<file path="src/rtl/mul_div_unit.sv">
// Multi-cycle RV32M execution unit: MUL/MULH/MULHSU/MULHU via a retimeable 33x33 multiply,
// DIV/REM via 32-step restoring division on operand magnitudes, with the pipeline held in stall.
module mul_div_unit #(
    parameter int unsigned DATA_W    = 32,
    parameter int unsigned MUL_LAT   = 2,
    parameter int unsigned ALUOP_WID = 4,
    parameter logic [ALUOP_WID-1:0] ALU_MUL    = ALUOP_WID'(10),
    parameter logic [ALUOP_WID-1:0] ALU_MULH   = ALUOP_WID'(11),
    parameter logic [ALUOP_WID-1:0] ALU_MULHSU = ALUOP_WID'(12),
    parameter logic [ALUOP_WID-1:0] ALU_MULHU  = ALUOP_WID'(13),
    parameter logic [ALUOP_WID-1:0] ALU_DIV    = ALUOP_WID'(14),
    parameter logic [ALUOP_WID-1:0] ALU_REM    = ALUOP_WID'(15)
) (
    input  logic                 clk,
    input  logic                 rst,
    input  logic                 start,
    input  logic [ALUOP_WID-1:0] alu_op,
    input  logic [DATA_W-1:0]    src1,
    input  logic [DATA_W-1:0]    src2,
    input  logic                 flush,
    output logic                 stall,
    output logic                 done,
    output logic [DATA_W-1:0]    result
);
    localparam int unsigned CNT_W = (MUL_LAT > DATA_W) ? $clog2(MUL_LAT) : $clog2(DATA_W);

    typedef enum logic [1:0] {S_IDLE, S_MUL, S_DIV, S_DONE} state_t;

    state_t               state_q, state_d;
    logic [CNT_W-1:0]     cnt_q, cnt_d;
    logic [ALUOP_WID-1:0] op_q, op_d;
    logic [DATA_W-1:0]    opa_q, opa_d;
    logic [DATA_W-1:0]    opb_q, opb_d;
    logic [DATA_W-1:0]    rem_q, rem_d;
    logic                 qneg_q, qneg_d;
    logic                 rneg_q, rneg_d;
    logic [DATA_W-1:0]    result_q, result_d;

    logic                 is_mul, is_div, accept, div_zero, div_ovf;
    logic [DATA_W-1:0]    a_abs, b_abs;
    logic [DATA_W:0]      ma, mb;
    logic [2*DATA_W-1:0]  prod;
    logic [DATA_W-1:0]    mul_res;
    logic [DATA_W:0]      trial, diff;
    logic                 q_bit;
    logic [DATA_W-1:0]    new_rem, new_quo, quo_fin, rem_fin;

    always_comb begin
        is_mul   = (alu_op == ALU_MUL) || (alu_op == ALU_MULH) ||
                   (alu_op == ALU_MULHSU) || (alu_op == ALU_MULHU);
        is_div   = (alu_op == ALU_DIV) || (alu_op == ALU_REM);
        accept   = start && !flush && (is_mul || is_div) &&
                   ((state_q == S_IDLE) || (state_q == S_DONE));
        a_abs    = src1[DATA_W-1] ? (~src1 + 1'b1) : src1;
        b_abs    = src2[DATA_W-1] ? (~src2 + 1'b1) : src2;
        div_zero = (src2 == '0);
        div_ovf  = (src1 == {1'b1, {(DATA_W-1){1'b0}}}) && (src2 == '1);

        // 33-bit operands cover every signedness combination; 64-bit wrap keeps the product exact
        ma      = {opa_q[DATA_W-1] && ((op_q == ALU_MULH) || (op_q == ALU_MULHSU)), opa_q};
        mb      = {opb_q[DATA_W-1] && (op_q == ALU_MULH), opb_q};
        prod    = {{(DATA_W-1){ma[DATA_W]}}, ma} * {{(DATA_W-1){mb[DATA_W]}}, mb};
        mul_res = (op_q == ALU_MUL) ? prod[DATA_W-1:0] : prod[2*DATA_W-1:DATA_W];

        // opa_q doubles as the dividend/quotient shift register during division
        trial   = {rem_q, opa_q[DATA_W-1]};
        diff    = trial - {1'b0, opb_q};
        q_bit   = !diff[DATA_W];
        new_rem = q_bit ? diff[DATA_W-1:0] : trial[DATA_W-1:0];
        new_quo = {opa_q[DATA_W-2:0], q_bit};
        quo_fin = qneg_q ? (~new_quo + 1'b1) : new_quo;
        rem_fin = rneg_q ? (~new_rem + 1'b1) : new_rem;
    end

    always_comb begin
        state_d  = state_q;
        cnt_d    = cnt_q;
        op_d     = op_q;
        opa_d    = opa_q;
        opb_d    = opb_q;
        rem_d    = rem_q;
        qneg_d   = qneg_q;
        rneg_d   = rneg_q;
        result_d = result_q;

        unique case (state_q)
            S_MUL: begin
                cnt_d = cnt_q - 1'b1;
                if (cnt_q == '0) begin
                    state_d  = S_DONE;
                    cnt_d    = '0;
                    result_d = mul_res;
                end
            end
            S_DIV: begin
                opa_d = new_quo;
                rem_d = new_rem;
                cnt_d = cnt_q - 1'b1;
                if (cnt_q == '0) begin
                    state_d  = S_DONE;
                    cnt_d    = '0;
                    result_d = (op_q == ALU_DIV) ? quo_fin : rem_fin;
                end
            end
            S_DONE:  state_d = S_IDLE;
            default: state_d = S_IDLE;
        endcase

        if (accept) begin
            op_d   = alu_op;
            qneg_d = src1[DATA_W-1] ^ src2[DATA_W-1];
            rneg_d = src1[DATA_W-1];
            if (is_mul) begin
                state_d = S_MUL;
                cnt_d   = CNT_W'(MUL_LAT - 1);
                opa_d   = src1;
                opb_d   = src2;
            end else if (div_zero) begin
                state_d  = S_DONE;
                result_d = (alu_op == ALU_DIV) ? '1 : src1;
            end else if (div_ovf) begin
                state_d  = S_DONE;
                result_d = (alu_op == ALU_DIV) ? src1 : '0;
            end else begin
                state_d = S_DIV;
                cnt_d   = CNT_W'(DATA_W - 1);
                opa_d   = a_abs;
                opb_d   = b_abs;
                rem_d   = '0;
            end
        end

        if (flush) begin
            state_d  = S_IDLE;
            cnt_d    = '0;
            result_d = result_q;
        end
    end

    always_ff @(posedge clk) begin
        if (rst) begin
            state_q  <= S_IDLE;
            cnt_q    <= '0;
            op_q     <= '0;
            opa_q    <= '0;
            opb_q    <= '0;
            rem_q    <= '0;
            qneg_q   <= 1'b0;
            rneg_q   <= 1'b0;
            result_q <= '0;
        end else begin
            state_q  <= state_d;
            cnt_q    <= cnt_d;
            op_q     <= op_d;
            opa_q    <= opa_d;
            opb_q    <= opb_d;
            rem_q    <= rem_d;
            qneg_q   <= qneg_d;
            rneg_q   <= rneg_d;
            result_q <= result_d;
        end
    end

    assign stall  = (state_q == S_MUL) || (state_q == S_DIV) || accept;
    assign done   = (state_q == S_DONE);
    assign result = result_q;
endmodule

</file>
<file path="config.mk">
export PLATFORM = sky130hd
export DESIGN_NAME = mul_div_unit
export DESIGN_NICKNAME = d
export VERILOG_FILES = /design/src/rtl/mul_div_unit.sv
export SDC_FILE = /design/constraint.sdc
export NUM_CORES = 2
export LEC_CHECK = 0
export BUFFER_PORTS_ARGS = -buffer_cell sky130_fd_sc_hd__buf_2
export CAP_MARGIN = 30
export CORE_MARGIN = 2
export CORE_UTILIZATION = 45
export CTS_CLUSTER_SIZE = 16
export DETAILED_ROUTE_END_ITERATION = 10
export HOLD_SLACK_MARGIN = 0.05
export PLACE_DENSITY_LB_ADDON = 0.05
export SYNTH_ARGS = -nofsm -noshare
export SYNTH_HDL_FRONTEND = slang
export SYNTH_SLANG_ARGS = --single-unit
</file>
<file path="constraint.sdc">
create_clock -name clk -period 9.47 [get_ports clk]
set_input_delay 2.3675 -clock clk [delete_from_list [all_inputs] [get_ports clk]]
set_output_delay 2.3675 -clock clk [all_outputs]
set_load 0.005 [all_outputs]
</file>
==> impl_metrics.toml <==
[worst_setup_path]
r2r_cells = 34
rrSetupSlack_ps = 330
crit_type = "reg -> reg"
crit_required_ps = 9840
crit-reg2reg-launch = "op_q[0]"
cp-start-kind = "flop"
r2r-end = "result[25]"
critPathMaxFanout = 11
crit_path_top_delay_cell = "fa_2"
end_kind = "flop"
slowest_delay_ps = 610
arrival_ps = 9520

[pwr]
p_per_area_nw_per_um2 = 55.3
power.share.sequential = 0.233
pwr-share-comb = 0.517
internal_power_mw = 1.50
pwr-share-clk = 0.250
ir_drop_mv = 0.162
switching_share = 0.498
total_leakage_power_nw = 24.8
total_power_mw = 2.99
switching_power_mw = 1.49

[sta]
grt_setup_unrepaired = "true"
report.final.setup_viol = 0
slew_violations = 0
worst_slew_pin_slew_ps = 1110
max_freq_ghz = 0.109
hold_violations = 0
post-route-min-period_ps = 9140
fin_crit_sh = 0.966
fin_skew_ps = 21.6
whs_ps = 499
slew-limit-headroom = 0.263

[grt]
grt_use_total = 0.332
antenna_found_initial = 14
grt_overflow = 0
grt_max_degree = 69
grt_pass1_vias = 43500
grt_pass1_wl_mm = 283

[layout]
most-common-layout-cells = "inv_1 (1232), fa_1 (1125), nand2_1 (915), and2_1 (289), nor2_1 (287)"
fin_nets = 7419
areaGrowthSynthToFinish_pct = 6.94
final_common_cell = "inv_1"
fillers = 11300
drive_above_1_share = 0.0684

[synth]
async_flop_share = 0
ys_seq_elements = 141
synth_warnings = 0
synth_edf_count = 0
synth.yosys.seq_area_share = 0.0558
syn_nets = 7464
syn_area_sq_um = 50600
synth_cells = 6012
ys.flop_type = "dfxtp_1"
yosysUniqueCellTypes = 81
avgSynthCellArea_sq_um = 8.42

[cts]
cts.sinks = 141
htree_levels = 4
cts_made_buffers = 17
cts_buffer_depth = 2
cts_tree = "built"
cts_resized = 0
cts.clk_slew.worst_paths_ps = 80
cts_hold_buf = 0
clk-insertion-delay-late_ps = 510
clock-root-buffer = "clkbuf_16"
post_cts_buffers = 0

[worst_hold_path]
worstHoldPathCells = 2
min_from = "result[6]"
hold_end = "result[6]"
min_path_type = "reg -> reg"

[routing]
drt_wl_total_mm = 188
drtAntennaViolNets = 0
first_pass_iters = 7
first_iter_violations = 3779
vias_per_cell = 5.65
num_vias = 42300
drc = 0
wl_per_cell_um = 25.1

[floorplan]
die_x_um = 339
fp-row-count = 123
die_h_um = 339
coreArea_sq_um = 112000
start_util = 0.452
pin_count = 106
dieArea_sq_um = 115000

[placed_design]
port-buffer-count = 105
gp_congestion = 0.989
hpwl_mm = 154

[job]
cap_violations = 0

[run_status]
status = "completed"
[state kept, by name, indices dropped and copies added (netlist names)]
| name | count |
|---|---|
| state_q | 2 |
| rneg_q | 1 |
| op_q | 4 |
| opb_q | 32 |
| rem_q | 32 |
| result | 32 |
| opa_q | 32 |
| qneg_q | 1 |
| cnt_q | 5 |
[worst max-delay path, delay by kind of cell, from the launching register on]
family	cells	cell delay [ps]
XOR/XNOR	1	180
buffers and inverters	10	1280
flip-flops	1	400
AO/OA/AOI/OAI	9	1570
adder cells (fa/ha/maj)	9	4630
AND/OR/NAND/NOR	5	940
[synthesized netlist by cell type, drive strengths merged (12+ instances only)]
library cell,n,share of area
o31ai,39,0.0058
o41ai,17,0.0029
nand3,45,0.0044
and3,17,0.0021
o21bai,13,0.0019
mux2i,63,0.012
or4,20,0.0030
or2,16,0.0020
ha,254,0.063
clkbuf,310,0.023
nor2b,12,0.0015
xor2,70,0.012
nor3,52,0.0051
nor4,21,0.0034
o21a,30,0.0044
a211o,12,0.0021
a211oi,108,0.016
o211ai,27,0.0041
inv,1233,0.091
nor2,287,0.021
fa,1126,0.45
o21ai,190,0.019
and2,290,0.036
nand4,26,0.0032
a31oi,37,0.0046
a21oi,207,0.020
nand2b,18,0.0022
nand2,916,0.068
or3,37,0.0046
dfxtp,141,0.056
buf,66,0.0052
a21o,53,0.0079
xnor2,130,0.022
[power by group through the flow]
stage	Clock (mW)	Combinational [mW]	Sequential, mW
2_1_floorplan	0	0.951	0.638
4_1_cts	0.753	1.51	0.693
3_3_place_gp	0	1.50	0.709
5_1_grt	0.775	1.66	0.696
3_5_place_dp	0	1.50	0.707
6_report	0.749	1.55	0.696
[worst max-delay path by stage]
stage	from	endpoint	slack, ps	cells past startpoint
CTS	op_q[0]	result[25]	200	33
global placement	opa_q[7]	result[18]	210	26
floorplan	op_q[2]	result[26]	800	32
finish	op_q[0]	result[25]	330	34
global route	op_q[0]	result[25]	-110	34
detailed placement	op_q[0]	result[25]	250	33
[kinds of logic after synthesis]
kind of cell    Yosys count  share of synthesized area
simple gates           1780                      0.161
buf+inv                1610                      0.120
fa+ha+maj              1380                      0.508
compound gates          833                      0.108
xor+xnor                200                     0.0346
flops                   141                     0.0558
mux                      68                     0.0136
[routing by layer]
metal | share of wire | up-vias | track usage
met3 | 0.073 | 379 | 0.0582
met2 | 0.47 | 1674 | 0.537
li1 | - | 18400 | -
met5 | 0.00072 | - | 0
met1 | 0.41 | 21900 | 0.444
met4 | 0.046 | 18 | 0.129
[through the flow]
| step | TNS, ps | area, sq um | worst slack, ps | util | std cells |
|---|---|---|---|---|---|
| 2_1_floorplan | 0 | 50600 | 797 | - | 6012 |
| 3_3_place_gp | 0 | 53400 | 211 | 0.476 | 7440 |
| 3_5_place_dp | 0 | 53500 | 253 | 0.477 | 7446 |
| 4_1_cts | 0 | 54100 | 203 | 0.483 | 7478 |
| 5_1_grt | -153 | 54100 | -107 | 0.483 | 7480 |
| 6_report | 0 | 54100 | 326 | 0.483 | 7488 |
[area by class of cell]
class,count,area (sq um),share of cell area
multi-input cells,4261,41800,0.772
inverters,1234,4630,0.0856
flip-flops and latches,141,2840,0.0525
repair buffers,312,2370,0.0438
well taps,1500,1880,0.0347
clock buffers,17,425,0.00786
clock inverters,15,179,0.00331
diodes,8,20.0,0.000370
Note: power is estimated with default switching activity, not from simulation.
